## config.mk

```make
export PLATFORM = sky130hd
export DESIGN_NAME = irq_controller
export DESIGN_NICKNAME = d
export VERILOG_FILES = /design/src/rtl/irq_pkg.sv /design/src/rtl/irq_prio_enc.sv /design/src/rtl/irq_controller.sv
export SDC_FILE = /design/constraint.sdc
export NUM_CORES = 1
export LEC_CHECK = 0
export CELL_PAD_IN_SITES_DETAIL_PLACEMENT = 1
export CELL_PAD_IN_SITES_GLOBAL_PLACEMENT = 1
export CORE_MARGIN = 2
export CORE_UTILIZATION = 23
export DETAILED_ROUTE_END_ITERATION = 8
export PLACE_DENSITY_LB_ADDON = 0.1
export SETUP_SLACK_MARGIN = 0.15
export SLEW_MARGIN = 25
export SYNTH_ARGS = -nofsm -noshare
export SYNTH_HDL_FRONTEND = slang
export SYNTH_SLANG_ARGS = --single-unit
```

## constraint.sdc

```tcl
create_clock -name clk -period 1.6 [get_ports clk]
set_input_delay 0.4 -clock clk [delete_from_list [all_inputs] [get_ports clk]]
set_output_delay 0.4 -clock clk [all_outputs]
set_load 0.05 [all_outputs]
```

## src/rtl/irq_pkg.sv

```systemverilog
// Shared register offsets, FSM encoding and field widths for the interrupt controller.
package irq_pkg;

    localparam logic [1:0] IRQ_REG_PENDING = 2'd0;
    localparam logic [1:0] IRQ_REG_ENABLE  = 2'd1;
    localparam logic [1:0] IRQ_REG_CLAIM   = 2'd2;
    localparam logic [1:0] IRQ_REG_MODE    = 2'd3;

    localparam int IRQ_ID_W      = 5;
    localparam int IRQ_VALID_BIT = 31;

    typedef enum logic [1:0] {
        IDLE       = 2'd0,
        ASSERT     = 2'd1,
        IN_SERVICE = 2'd2
    } irq_state_t;

endpackage

```

## src/rtl/irq_prio_enc.sv

```systemverilog
// Combinational lowest-index-wins priority encoder over the eligible interrupt vector.
module irq_prio_enc
    import irq_pkg::*;
#(
    parameter int NUM_SRC = 8
) (
    input  logic [NUM_SRC-1:0]  req,
    output logic                any,
    output logic [IRQ_ID_W-1:0] id
);

    always_comb begin
        any = |req;
        id  = '0;
        // Scan downward so the lowest set index is the last to assign.
        for (int i = NUM_SRC - 1; i >= 0; i--) begin
            if (req[i]) id = IRQ_ID_W'(i);
        end
    end

endmodule

```

## src/rtl/irq_controller.sv

```systemverilog
// Prioritising interrupt controller with enable, pending and claim/complete handshake.
// Define IRQ_EDGE_EN to build the MODE register, edge latches and W1C on PENDING.
module irq_controller
    import irq_pkg::*;
#(
    parameter int NUM_SRC = 8
) (
    input  logic               clk,
    input  logic               reset,
    input  logic [NUM_SRC-1:0] src_irq,
    input  logic               sel,
    input  logic [1:0]         reg_addr,
    input  logic [3:0]         we,
    input  logic               rd,
    input  logic [31:0]        wdata,
    output logic [31:0]        rdata,
    output logic               cpu_irq
);

    irq_state_t          state;
    logic [NUM_SRC-1:0]  src_q, enable, pending, eligible, mode_view;
    logic [IRQ_ID_W-1:0] active_id, win_id;
    logic                win_any, wr, claim, complete;
    logic                unused_wdata;

    assign wr       = sel && (we != 4'b0);
    assign claim    = sel && rd && (reg_addr == IRQ_REG_CLAIM) && (state == ASSERT) && win_any;
    assign complete = wr && (reg_addr == IRQ_REG_CLAIM) && (state == IN_SERVICE)
                      && (wdata[IRQ_ID_W-1:0] == active_id);
    assign unused_wdata = ^wdata;

    always_ff @(posedge clk or posedge reset) begin
        if (reset) begin
            src_q  <= '0;
            enable <= '0;
        end else begin
            src_q <= src_irq;
            if (wr && reg_addr == IRQ_REG_ENABLE) enable <= wdata[NUM_SRC-1:0];
        end
    end

`ifdef IRQ_EDGE_EN
    logic [NUM_SRC-1:0] mode, edge_q, edge_set, edge_clr;

    // A rising sample this cycle beats any clear (claim or W1C) of the same bit.
    assign edge_set = src_irq & ~src_q & mode;

    always_comb begin
        edge_clr = '0;
        if (wr && reg_addr == IRQ_REG_PENDING) edge_clr = wdata[NUM_SRC-1:0];
        if (claim) edge_clr = edge_clr | (NUM_SRC'(1) << win_id);
    end

    always_ff @(posedge clk or posedge reset) begin
        if (reset) begin
            mode   <= '0;
            edge_q <= '0;
        end else begin
            if (wr && reg_addr == IRQ_REG_MODE) mode <= wdata[NUM_SRC-1:0];
            edge_q <= ((edge_q & ~edge_clr) | edge_set) & mode;
        end
    end

    assign pending   = (edge_q & mode) | (src_q & ~mode);
    assign mode_view = mode;
`else
    assign pending   = src_q;
    assign mode_view = '0;
`endif

    assign eligible = pending & enable;

    irq_prio_enc #(.NUM_SRC(NUM_SRC)) u_prio_enc (
        .req (eligible),
        .any (win_any),
        .id  (win_id)
    );

    always_comb begin
        rdata = '0;
        if (sel) begin
            case (reg_addr)
                IRQ_REG_PENDING: rdata[NUM_SRC-1:0] = pending;
                IRQ_REG_ENABLE:  rdata[NUM_SRC-1:0] = enable;
                IRQ_REG_CLAIM: begin
                    if (state == ASSERT && win_any) begin
                        rdata[IRQ_VALID_BIT]  = 1'b1;
                        rdata[IRQ_ID_W-1:0]   = win_id;
                    end
                end
                default:         rdata[NUM_SRC-1:0] = mode_view;
            endcase
        end
    end

    always_ff @(posedge clk or posedge reset) begin
        if (reset) begin
            state     <= IDLE;
            cpu_irq   <= 1'b0;
            active_id <= '0;
        end else begin
            case (state)
                IDLE: begin
                    if (win_any) begin
                        state   <= ASSERT;
                        cpu_irq <= 1'b1;
                    end
                end
                ASSERT: begin
                    if (claim) begin
                        state     <= IN_SERVICE;
                        cpu_irq   <= 1'b0;
                        active_id <= win_id;
                    end else if (!win_any) begin
                        state   <= IDLE;
                        cpu_irq <= 1'b0;
                    end
                end
                IN_SERVICE: begin
                    // Only a matching complete ends service; ENABLE changes do not.
                    if (complete) state <= IDLE;
                end
                default: begin
                    state   <= IDLE;
                    cpu_irq <= 1'b0;
                end
            endcase
        end
    end

endmodule
```

# [Word-level counts from Yosys, hierarchy flattened]
# Index checks and enable logic that the tools add are counted.
[totals] register_bits=24 input_bits=50 output_inout_bits=33 wordCells=56
[classes] eq_ne=8 n_mux=24 bitwise=2 n_reduce_logical=17
[op_table] cell="$mux W3" count=8
[op_table] cell="$pmux W5 S3" count=1
[op_table] cell="$logic_and A1 B1 Y1" count=10
[op_table] cell="$and A8 B8 Y8" count=1
[op_table] cell="$mux W2" count=4
[op_table] cell="$mux W8" count=1
[op_table] cell="$reduce_or A8 Y1" count=1
[op_table] cell="$mux W1" count=6
[op_table] cell="$pmux W2 S3" count=1
[op_table] cell="$pmux W3 S2" count=1
[op_table] cell="$reduce_and A3 Y1" count=2
[op_table] cell="$eq A5 B5 Y1" count=1
[op_table] cell="$mux W5" count=1
[op_table] cell="$eq A2 B1 Y1 const B" count=2
[op_table] cell="$eq A2 B2 Y1 const B" count=2
[op_table] cell="$logic_not A2 Y1" count=2
[op_table] cell="$ne A2 B2 Y1 const B" count=2
[op_table] cell="$reduce_bool A4 Y1" count=1
[op_table] cell="$ne A3 B3 Y1 const B" count=1
[op_table] cell="$pmux W1 S3" count=1
[op_table] cell="$reduce_and A2 Y1" count=1
[op_table] cell="$not A1 Y1" count=1

# [Longest topological paths before layout]
[depth] depth_word=12 ltp_mapped=5 mapped_depth_nobuf=4

# [Cells and area by module]
# A second synthesis with hierarchy kept.
[hier_totals] cells_unflattened=137 area_unflattened_um2=1453.9
[modules_own_cells] module="irq_controller" instances=1 cells_each=121 area_each_um2=1353.8 seq_area_each_um2=600.6
[modules_own_cells] module="irq_prio_enc" instances=1 cells_each=16 area_each_um2=100.1 seq_area_each_um2=0.0

# [Worst setup path before layout]
# OpenSTA, ideal clock, no wires.
[synth_path] path_type="input to output" from="input port reg_addr[0]" to="output port rdata[0]" t_arrival_ns=1.808 required_time_ns=1.200 path_slack_ns=-0.608 path_stages=5 path_buffers=1 cell_sequence="buf_4 nor2b_4 and3b_2 nand3_1 o22ai_1"
[synth_between] elab_chain_cells=3 word_cells_on_any_way=5 classes_between="2 x eq/ne; 2 x mux; 1 x reduce/logical"
[synth_rtl] item="from (decl)" line_no="irq_controller.sv:12" text="input logic [1:0] reg_addr,"
[synth_rtl] item="$eq A2 B2 Y1, or another cell as far along" line_no="irq_controller.sv:82" text="case (reg_addr)"
[synth_rtl] item="$pmux W5 S3 (*)" line_no="irq_controller.sv:82"
[synth_rtl] item="$mux W8 (*)" line_no="irq_controller.sv:81" text="if (sel) begin"
[synth_rtl] item="to (decl)" line_no="irq_controller.sv:16" text="output logic [31:0] rdata,"
# Mark *: on every way between the ends. The rest lies on a longest branch, timed or not.

# [Worst setup path in the final report]
[layout_path] from="register src_q[6], in the netlist pending[6]" to="output port rdata[1]"
[layout_between] elab_chain_cells=11 word_cells_on_any_way=13 classes_between="10 x mux; 1 x bitwise; 2 x reduce/logical"
[layout_rtl] item="from (decl)" line_no="irq_controller.sv:21" text="logic [NUM_SRC-1:0] src_q, enable, pending, eligible, mode_view;"
[layout_rtl] item="from (signal assigned)" line_no="irq_controller.sv:37" text="src_q <= src_irq;"
[layout_rtl] item="$and A8 B8 Y8 (*)" line_no="irq_controller.sv:71" text="assign eligible = pending & enable;"
[layout_rtl] item="$mux W3 (7 in series)" line_no="irq_prio_enc.sv:17" text="if (req[i]) id = IRQ_ID_W'(i);"
[layout_rtl] item="$mux W5 (*)" line_no="irq_controller.sv:86" text="if (state == ASSERT && win_any) begin"
[layout_rtl] item="$pmux W5 S3 (*)" line_no="irq_controller.sv:82"
[layout_rtl] item="$mux W8 (*)" line_no="irq_controller.sv:81"
# Marks and branches as above.

==> impl_metrics.toml <==
[clock_network]
path_clk_slew_ns = 0.09
clock_latency_ns = 0.27
cts_tree = "built"
clockBufferDepth = 2
clock_sink_count = 22
clockRootBuffer = "clkbuf_8"
cts_buffers = 3
cts_hold_buffers = 0
cts-htree-levels = 1

[floorplan]
die_h_um = 79.3
floorplan.initialDensity_pct = 23.7
die_w_um = 79.3
pin_count = 83
die_area_um2 = 6290
core.rowCount = 27
core_um2 = 5510

[yosys]
synth_top_area_share_pct = 42.2
syn_area_um2 = 1300
synthMuxAreaShare_pct = 15.5
syn_inst = 119
ys_async_sr_fraction_pct = 100
ys.flop_type = "dfrtp_1"
yosys.area.top_type = "dfrtp_1"
synth_top_family_by_area = "multiplexers"
yosys.cell_types.count = 33
syn_area_per_cell_um2 = 11.0
synth_common_cells = "24 x buf_4, 22 x dfrtp_1, 9 x mux2i_1"
synth_seq_cells = 22
ys_seq_area_share_pct = 42.2
synthAdderAreaFrac_pct = 0
synth_xor_area_share_pct = 2.02
synth-compound-area-share_pct = 12.2
yosys.cell_count.top_type = "buf_4"
synth-edff-count = 0
ys_warn_count = 0
synthSimpleGateAreaFrac_pct = 13.1
synthTopCellsByArea = "dfrtp_1 42%, buf_4 14%, mux2i_1 6.9%, mux2_2 6.9%, a22oi_1 2.3%"

[power]
p_leak_nw = 1.11
power.density_nw_per_um2 = 994
ir_worst_vdd_mv = 0.629

[worst_setup_path]
r2r_cells = 8
critPathKind = "reg2out"
worstPathMaxFanout = 4
crit_arrival_ns = 1.70
timing.rr.end = "active_id[1]"
endpoint_kind = "output pin"
r2r_setup_slack_ns = -0.41
cp-start-kind = "flip-flop"
worstPathRequired_ns = 1.20
r2r_start = "pending[5]"

[status]
status = "finished, violations left"
violations = "negative setup slack"

[flow_run]
maxCapViolCount = 0

[timing]
setup_viol = 10
hold_violations = 0
rsz0062_at_grt = "true"
fin_tns_setup_ns = -3.50
period_share_pct = 131
drv_slew = 0
min_period_ns = 2.10
clock_skew_ns = 0.00142
worst_slack_ns = -0.496
timing.fmax_mhz = 477

[cells_and_area]
multi_input_area_um2 = 847
diodes = 0
nFillCells = 589
final_util_pct = 45.2
regArea_um2 = 551
fin_nets = 258
area_delta_synth_final_pct = 90.8
layout-drive-gt1-share_pct = 51.7

[detailed_routing]
via_count = 1207
totalWireLength_um = 4170
routed_via_density = 4.33
remaining_drc_errors = 0
drt-initial-drc-count = 32
ant_nets = 0
firstDrtPassIters = 2
routedWlPerCell_um = 14.9

[global_route]
antenna_found_initial = 0
overflow = 0
grt_pass1_vias = 1312
grt_pass1_wl_um = 6530
grt_max_degree = 23
grt_use_total_pct = 13.8

[placement]
portBuffers = 35
hpwl_um = 3160
gp_congestion = 0.725

[worst_hold_path]
hold_class = "in2async"
-- final cells by class --
| type | instances | share of cell area, % |
|---|---|---|
| multi-input cells | 92 | 34.1 |
| clock inverters | 1 | 1.21 |
| well taps | 72 | 3.62 |
| inverters | 3 | 0.453 |
| repair buffers | 86 | 36.9 |
| flip-flops and latches | 22 | 22.1 |
| clock buffers | 3 | 1.66 |
-- layer usage --
| metal | routed length [µm] | vias to the layer above | GRT usage [%] | part of all wire, % |
|---|---|---|---|---|
| li1 | - | 565 | - | - |
| met1 | 1650 | 594 | 15.9 | 40 |
| met2 | 2270 | 42 | 25.2 | 55 |
| met3 | 188 | 6 | 3.52 | 4.5 |
| met4 | 58 | 0 | 3.45 | 1.4 |
| met5 | 0 | - | 0 | 0 |
-- through the flow --
stage               total power, W  setup slack (ns)  hold WS (ns)  area [µm²]  cells
detailed placement         0.00174            -0.588         0.522        2110    259
floorplan                  0.00133            -0.119         0.389        1490    141
global route               0.00261            -0.626         0.475        2490    279
global placement           0.00173            -0.569         0.503        2110    259
CTS                        0.00245            -0.498         0.467        2430    277
finish                     0.00247            -0.496         0.460        2490    279
-- worst max-delay path by stage --
stage	from	to	slack [ns]	cells after the start
floorplan	reg_addr[0]	rdata[0]	-0.12	5
global placement	reg_addr[0]	rdata[0]	-0.57	7
detailed placement	reg_addr[0]	rdata[0]	-0.59	7
CTS	pending[6]	rdata[1]	-0.50	5
global route	pending[5]	rdata[0]	-0.63	6
finish	pending[6]	rdata[1]	-0.50	5
-- flip-flops by register name, indices dropped and copies added (netlist names) --
signal / cells
active_id: 3
enable: 8
state: 2
cpu_irq: 1
pending: 8
-- critical path, stage by stage (launching register included) --
cell	delay (ns)
dfrtp_1	0.44
a22o_1	0.27
a221oi_2	0.25
a211oi_2	0.07
a41o_2	0.24
buf_12	0.15
-- timing repair --
action	in CTS	in global routing
pin swaps	14	4
setup endpoints to repair	22	17
gates resized for setup	51	11
setup buffers	14	2
hold endpoints to repair	0	0
-- logic make-up (layout without fill, tap and decap cells) --
| logic type | count (synthesis) | after routing |
|---|---|---|
| compound gates | 19 | 19 |
| xor+xnor | 3 | 3 |
| buf+inv | 27 | 93 |
| flops | 22 | 22 |
| mux | 19 | 19 |
| other cells | 1 | 23 |
| simple gates | 28 | 28 |
-- power breakdown --
group | switching (W) | internal, W | total [W]
registers | 0.000101 | 0.000662 | 0.000762
clock network | 0.000207 | 0.000335 | 0.000542
logic | 0.000565 | 0.000604 | 0.00117
total | 0.000872 | 0.00160 | 0.00247
-- cell usage in the layout, fill, tap and decap left out, types with 2 or more instances in the layout --
cell,instances
mux2_4,2
mux2_2,7
dlygate4sd2_1,2
conb_1,23
nor2_1,3
clkdlybuf4s15_1,2
nand3_1,2
and2_1,2
o2bb2ai_1,2
clkdlybuf4s50_1,18
a22oi_2,4
buf_6,17
dfrtp_1,22
buf_4,33
buf_12,12
xnor2_1,3
a41oi_2,2
nor2_4,5
and3_1,2
mux2i_1,5
mux2i_4,4
nand2_1,4
clkbuf_8,3
inv_1,2
nor2b_4,2
No activity file was read; power rests on OpenSTA's default activity.
